## src/rtl/id_issue_stage.sv

```systemverilog
// Decode/issue stage: decodes one instruction per handshake into the
// execute-stage ALU bundle, with load-use stall and flush.
module id_issue_stage #(
  parameter int RF_ADDR_W = 5,
  parameter int DW        = 32
) (
  input  logic                 clk,
  input  logic                 resetn,
  input  logic                 if_valid,
  output logic                 if_ready,
  input  logic [31:0]          if_inst,
  input  logic [DW-1:0]        if_pc,
  output logic [RF_ADDR_W-1:0] rf_raddr0,
  output logic [RF_ADDR_W-1:0] rf_raddr1,
  input  logic [DW-1:0]        rf_rdata0,
  input  logic [DW-1:0]        rf_rdata1,
  input  logic                 ex_load_busy,
  input  logic [RF_ADDR_W-1:0] ex_load_dest,
  input  logic                 flush,
  output logic                 ex_valid,
  input  logic                 ex_ready,
  output logic [11:0]          ex_aluop,
  output logic [DW-1:0]        ex_src0,
  output logic [DW-1:0]        ex_src1,
  output logic                 ex_ov_en,
  output logic [RF_ADDR_W-1:0] ex_dest,
  output logic                 ex_wen,
  output logic [DW-1:0]        ex_pc,
  output logic                 ex_ri
);

  localparam logic [11:0] OP_ADD  = 12'h800;
  localparam logic [11:0] OP_SUB  = 12'h400;
  localparam logic [11:0] OP_AND  = 12'h200;
  localparam logic [11:0] OP_OR   = 12'h100;
  localparam logic [11:0] OP_NOR  = 12'h080;
  localparam logic [11:0] OP_XOR  = 12'h040;
  localparam logic [11:0] OP_SLT  = 12'h020;
  localparam logic [11:0] OP_SLTU = 12'h010;
  localparam logic [11:0] OP_SLL  = 12'h008;
  localparam logic [11:0] OP_SRL  = 12'h004;
  localparam logic [11:0] OP_SRA  = 12'h002;
  localparam logic [11:0] OP_LUI  = 12'h001;

  typedef struct packed {
    logic [11:0]          aluop;
    logic [DW-1:0]        src0;
    logic [DW-1:0]        src1;
    logic                 ov_en;
    logic [RF_ADDR_W-1:0] dest;
    logic                 wen;
    logic [DW-1:0]        pc;
    logic                 ri;
  } bundle_t;

  logic [5:0]           w_op;
  logic [5:0]           w_funct;
  logic [RF_ADDR_W-1:0] w_rs;
  logic [RF_ADDR_W-1:0] w_rt;
  logic [RF_ADDR_W-1:0] w_rd;
  logic [4:0]           w_sa;
  logic [15:0]          w_imm;
  logic [DW-1:0]        w_sext;
  logic [DW-1:0]        w_zext;
  logic [DW-1:0]        w_sa_ext;
  logic                 w_use_rs;
  logic                 w_use_rt;
  logic                 w_hazard;
  logic                 w_take;
  bundle_t              w_bun;

  logic                 r_valid;
  bundle_t              r_bun;

  assign w_op     = if_inst[31:26];
  assign w_rs     = if_inst[25:21];
  assign w_rt     = if_inst[20:16];
  assign w_rd     = if_inst[15:11];
  assign w_sa     = if_inst[10:6];
  assign w_funct  = if_inst[5:0];
  assign w_imm    = if_inst[15:0];
  assign w_sext   = {{(DW-16){w_imm[15]}}, w_imm};
  assign w_zext   = {{(DW-16){1'b0}}, w_imm};
  assign w_sa_ext = {{(DW-5){1'b0}}, w_sa};

  assign rf_raddr0 = w_rs;
  assign rf_raddr1 = w_rt;

  always_comb begin
    w_bun      = '0;
    w_bun.src0 = rf_rdata0;
    w_bun.src1 = rf_rdata1;
    w_bun.pc   = if_pc;
    w_bun.dest = w_rd;
    w_use_rs   = 1'b1;
    w_use_rt   = 1'b1;
    if (w_op == 6'h00) begin
      unique case (w_funct)
        6'h20: begin w_bun.aluop = OP_ADD; w_bun.ov_en = 1'b1; end
        6'h21: w_bun.aluop = OP_ADD;
        6'h22: begin w_bun.aluop = OP_SUB; w_bun.ov_en = 1'b1; end
        6'h23: w_bun.aluop = OP_SUB;
        6'h24: w_bun.aluop = OP_AND;
        6'h25: w_bun.aluop = OP_OR;
        6'h26: w_bun.aluop = OP_XOR;
        6'h27: w_bun.aluop = OP_NOR;
        6'h2a: w_bun.aluop = OP_SLT;
        6'h2b: w_bun.aluop = OP_SLTU;
        6'h00: begin
          w_bun.aluop = OP_SLL;
          w_bun.src0  = w_sa_ext;
          w_use_rs    = 1'b0;
        end
        6'h02: begin
          w_bun.aluop = OP_SRL;
          w_bun.src0  = w_sa_ext;
          w_use_rs    = 1'b0;
        end
        6'h03: begin
          w_bun.aluop = OP_SRA;
          w_bun.src0  = w_sa_ext;
          w_use_rs    = 1'b0;
        end
        6'h04: w_bun.aluop = OP_SLL;
        6'h06: w_bun.aluop = OP_SRL;
        6'h07: w_bun.aluop = OP_SRA;
        default: w_bun.ri = 1'b1;
      endcase
    end else begin
      w_bun.dest = w_rt;
      w_use_rt   = 1'b0;
      unique case (w_op)
        6'h08: begin
          w_bun.aluop = OP_ADD;
          w_bun.ov_en = 1'b1;
          w_bun.src1  = w_sext;
        end
        6'h09: begin w_bun.aluop = OP_ADD;  w_bun.src1 = w_sext; end
        6'h0a: begin w_bun.aluop = OP_SLT;  w_bun.src1 = w_sext; end
        6'h0b: begin w_bun.aluop = OP_SLTU; w_bun.src1 = w_sext; end
        6'h0c: begin w_bun.aluop = OP_AND;  w_bun.src1 = w_zext; end
        6'h0d: begin w_bun.aluop = OP_OR;   w_bun.src1 = w_zext; end
        6'h0e: begin w_bun.aluop = OP_XOR;  w_bun.src1 = w_zext; end
        6'h0f: begin
          w_bun.aluop = OP_LUI;
          w_bun.src1  = w_zext;
          w_use_rs    = 1'b0;
        end
        default: w_bun.ri = 1'b1;
      endcase
    end
    // a reserved instruction reads nothing, so it never stalls
    if (w_bun.ri) begin
      w_use_rs = 1'b0;
      w_use_rt = 1'b0;
    end
    w_bun.wen = !w_bun.ri && (w_bun.dest != '0);
  end

  assign w_hazard = ex_load_busy && (ex_load_dest != '0) &&
                    ((w_use_rs && (ex_load_dest == w_rs)) ||
                     (w_use_rt && (ex_load_dest == w_rt)));

  assign if_ready = (!r_valid || ex_ready) && !w_hazard && !flush;
  assign w_take   = if_valid && if_ready;

  always_ff @(posedge clk or negedge resetn) begin
    if (!resetn) begin
      r_valid <= 1'b0;
      r_bun   <= '0;
    end else begin
      if (flush)         r_valid <= 1'b0;
      else if (w_take)   r_valid <= 1'b1;
      else if (ex_ready) r_valid <= 1'b0;
      if (w_take) r_bun <= w_bun;
    end
  end

  assign ex_valid = r_valid;
  assign ex_aluop = r_bun.aluop;
  assign ex_src0  = r_bun.src0;
  assign ex_src1  = r_bun.src1;
  assign ex_ov_en = r_bun.ov_en;
  assign ex_dest  = r_bun.dest;
  assign ex_wen   = r_bun.wen;
  assign ex_pc    = r_bun.pc;
  assign ex_ri    = r_bun.ri;

endmodule
```

## config.mk

```make
export PLATFORM = sky130hd
export DESIGN_NAME = id_issue_stage
export DESIGN_NICKNAME = d
export VERILOG_FILES = /design/src/rtl/id_issue_stage.sv
export SDC_FILE = /design/constraint.sdc
export NUM_CORES = 1
export LEC_CHECK = 0
export CAP_MARGIN = 10
export CORE_UTILIZATION = 55
export DETAILED_ROUTE_END_ITERATION = 10
export DONT_BUFFER_PORTS = 1
export PLACE_DENSITY_LB_ADDON = 0.12
export SLEW_MARGIN = 30
export SYNTH_ARGS = -nofsm -noshare
export SYNTH_HDL_FRONTEND = slang
export SYNTH_SLANG_ARGS = --single-unit
```

## constraint.sdc

```tcl
create_clock -name clk -period 3.1 [get_ports clk]
set_clock_uncertainty 0.2 [all_clocks]
set_input_delay 0.465 -clock clk [delete_from_list [all_inputs] [get_ports clk]]
set_output_delay 0.465 -clock clk [all_outputs]
set_load 0.005 [all_outputs]
```

==> impl_results.md <==
- Crit path buffers/inverters: 0
- Worst Tran Pin Value: 561 ps
- First-pass GRT wire length: 22600 um
- CTS sink count: 117
- Number of flops mapped to enable cells by yosys: 0
- Failing checks: negative hold slack
- Die W: 103 um
- Pre-antenna DRT Iters: 4
- Reg-to-reg slack, setup: 870 ps
- Rel. slew slack: 0.621
- Maxcap violations: 0
- Family with the most delay on the worst path: simple AND/OR/NAND/NOR gates
- Avg Cell Area, Syn: 12.3 um2
- DR WL/cell: 22.5 um
- Total Wirelength: 15800 um
- Most frequent cells in the layout: 117 x dfrtp_1, 109 x dlygate4sd3_1, 70 x nand2_1
- H-tree levels: 4
- Placeable Area: 9860 um2
- PD cells: 627 nW/um2
- Pin count of the biggest net entering global routing: 118
- Setup TNS: 0 ps
- Initial DRC Count: 107
- P&R area growth vs syn: 30.4%
- Postcts setup bufs: 0
- Fin crit share: 0.908
- Pins Over Slew Limit: 0
- Initial antenna violation count: 1
- Die height: 103 um
- Setup crit end kind: primary output
- Tot Pwr: 4610 uW
- Final hold violation count: 117
- IO Port Bufs: 0
- # setup viols final: 0
- Crit path max fanout: 6
- Final net count: 696
- Worst-Skew Late Latency: 510 ps
- Gr usage total: 0.293
- Commonest non-fill, non-tap cell in the layout: dfrtp_1
- Post-synthesis cell count: 460
- # DRC: 0
- Seq/Total Area, Yosys: 0.520
- GP Congestion: 0.874
- Register bit count reported by yosys: 117
- Syn. warnings: 0
- Status: finished with violations
- Required time of the critical path: 2430 ps
- RSZ-0062 raised after global routing: false
- Std-Cell Rows: 36
- CTS Buf Count: 17
- CTS tree: done
- Final Cell Area: 7350 um2
- Worst setup path start: if_inst[27]
- Worst setup SP type: input port
- Post-DP HPWL: 10200 um
- Grt ovf: 0
- Crit path time final: 2810 ps
- Ports: 267
- Worst R2R Start: ex_valid$_DFFE_PN0P_
- Hold_buf cts: 109
- Worst path max stage delay: 550 ps
- Filler cell count: 618
- Post-Syn Nets: 599
- Ys flop type: dfrtp_1
- Critical Path AT: 2150 ps
- Post-synthesis cell type count: 47
- VDD IR max: 0.373 mV
- DRT antenna net count: 0
- Fraction of registers with async set/reset: 1.00
- Hold WS: -552 ps
- Post_cts resized: 0
- DP Area: 5620 um2
- Worst-path cell chain: or4_4, nor4_4, and3b_1, o22a_1, nor2_2, nor3_1
- Initial Utilization: 0.571
- Vias: 4124
- CP max stage cell: or4_4
- Die area: 10700 um2
- Via/cell ratio: 5.85
- Synth Cell Area: 5640 um2
- Reg2Reg Depth: 6
- Clock Pin Slew Worst Setup and Hold Paths: 50 ps
- Bufs on Longest Clock Path: 2
- Setup Crit Path Kind: in2out
- Worst Hold Class: in2async
- Layout cells sized above 1: 0.223
- Max Fclk: 0.355 GHz
- Pleak: 0.00318 uW
- Vias in the first global route: 4167
- CTS root buffer: clkbuf_8
- R2r endpoint: ex_src1[1]$_DFFE_PN0P_
==> worst max-delay path by stage <==
stage / end / slack (ps) / cells past startpoint
floorplan: ex_aluop[10]$_DFFE_PN0P_ / 320 / 9
global route: if_ready / 180 / 6
global placement: ex_src1[1]$_DFFE_PN0P_ / 200 / 7
detailed placement: ex_src1[1]$_DFFE_PN0P_ / 120 / 7
CTS: if_ready / 300 / 6
finish: if_ready / 290 / 6
==> cell families (layout without fill, tap and decap cells) <==
family	count (synthesis)	in the layout	share of synthesized area
AOI/OAI and AO/OA	69	69	0.107
xor gates and xnor gates	10	10	0.0155
buffers and inverters	43	153	0.0544
DFF	117	117	0.520
muxes	76	76	0.180
other	0	2	0
and+or+nand+nor	145	145	0.123
==> cell usage after synthesis, types with 5 or more instances <==
master / n / share of area
mux2_4: 42 / 0.11
nor2b_1: 5 / 0.0056
dfrtp_1: 117 / 0.52
clkbuf_1: 15 / 0.010
mux2_2: 34 / 0.068
nor2_1: 8 / 0.0053
o2bb2ai_1: 30 / 0.047
buf_4: 14 / 0.019
nand2_1: 70 / 0.047
nor3_1: 8 / 0.0071
a2bb2oi_1: 16 / 0.025
nand3_1: 33 / 0.029
xor2_1: 6 / 0.0093
==> registers in the layout, summed over array words and instances, names as in the netlist <==
register,cells
ex_ov_en,1
ex_src0,32
ex_aluop,12
ex_ri,1
ex_wen,1
ex_valid,1
ex_dest,5
ex_pc,32
ex_src1,32
==> where the power goes <==
group,switching (uW),internal (uW)
logic,189,371
registers,215,1760
clock network,701,1370
total,1100,3500
==> cell type report <==
class                   instances  area (um2)  share of cell area
diodes                          2        5.00            0.000681
clock buffers                  21         459              0.0625
clock inverters                11         173              0.0235
inverters                       2        7.51             0.00102
multi-input cells             300        2400               0.327
flip-flops and latches        117        2930               0.399
well taps                     133         166              0.0226
repair buffers                119        1200               0.164
==> metrics by stage <==
step	util	setup slack [ps]	cells
finish	0.745	286	705
global route	0.745	183	704
CTS	0.744	302	703
detailed placement	0.570	121	562
global placement	0.570	199	562
floorplan	-	322	460
==> layer usage <==
metal	routed length (um)	track usage	vias up
li1	-	-	1845
met1	6110	0.334	2049
met2	8130	0.508	213
met3	1360	0.0988	17
met4	240	0.117	0
met5	0	0	-
No activity file was read; power rests on OpenSTA's default activity.
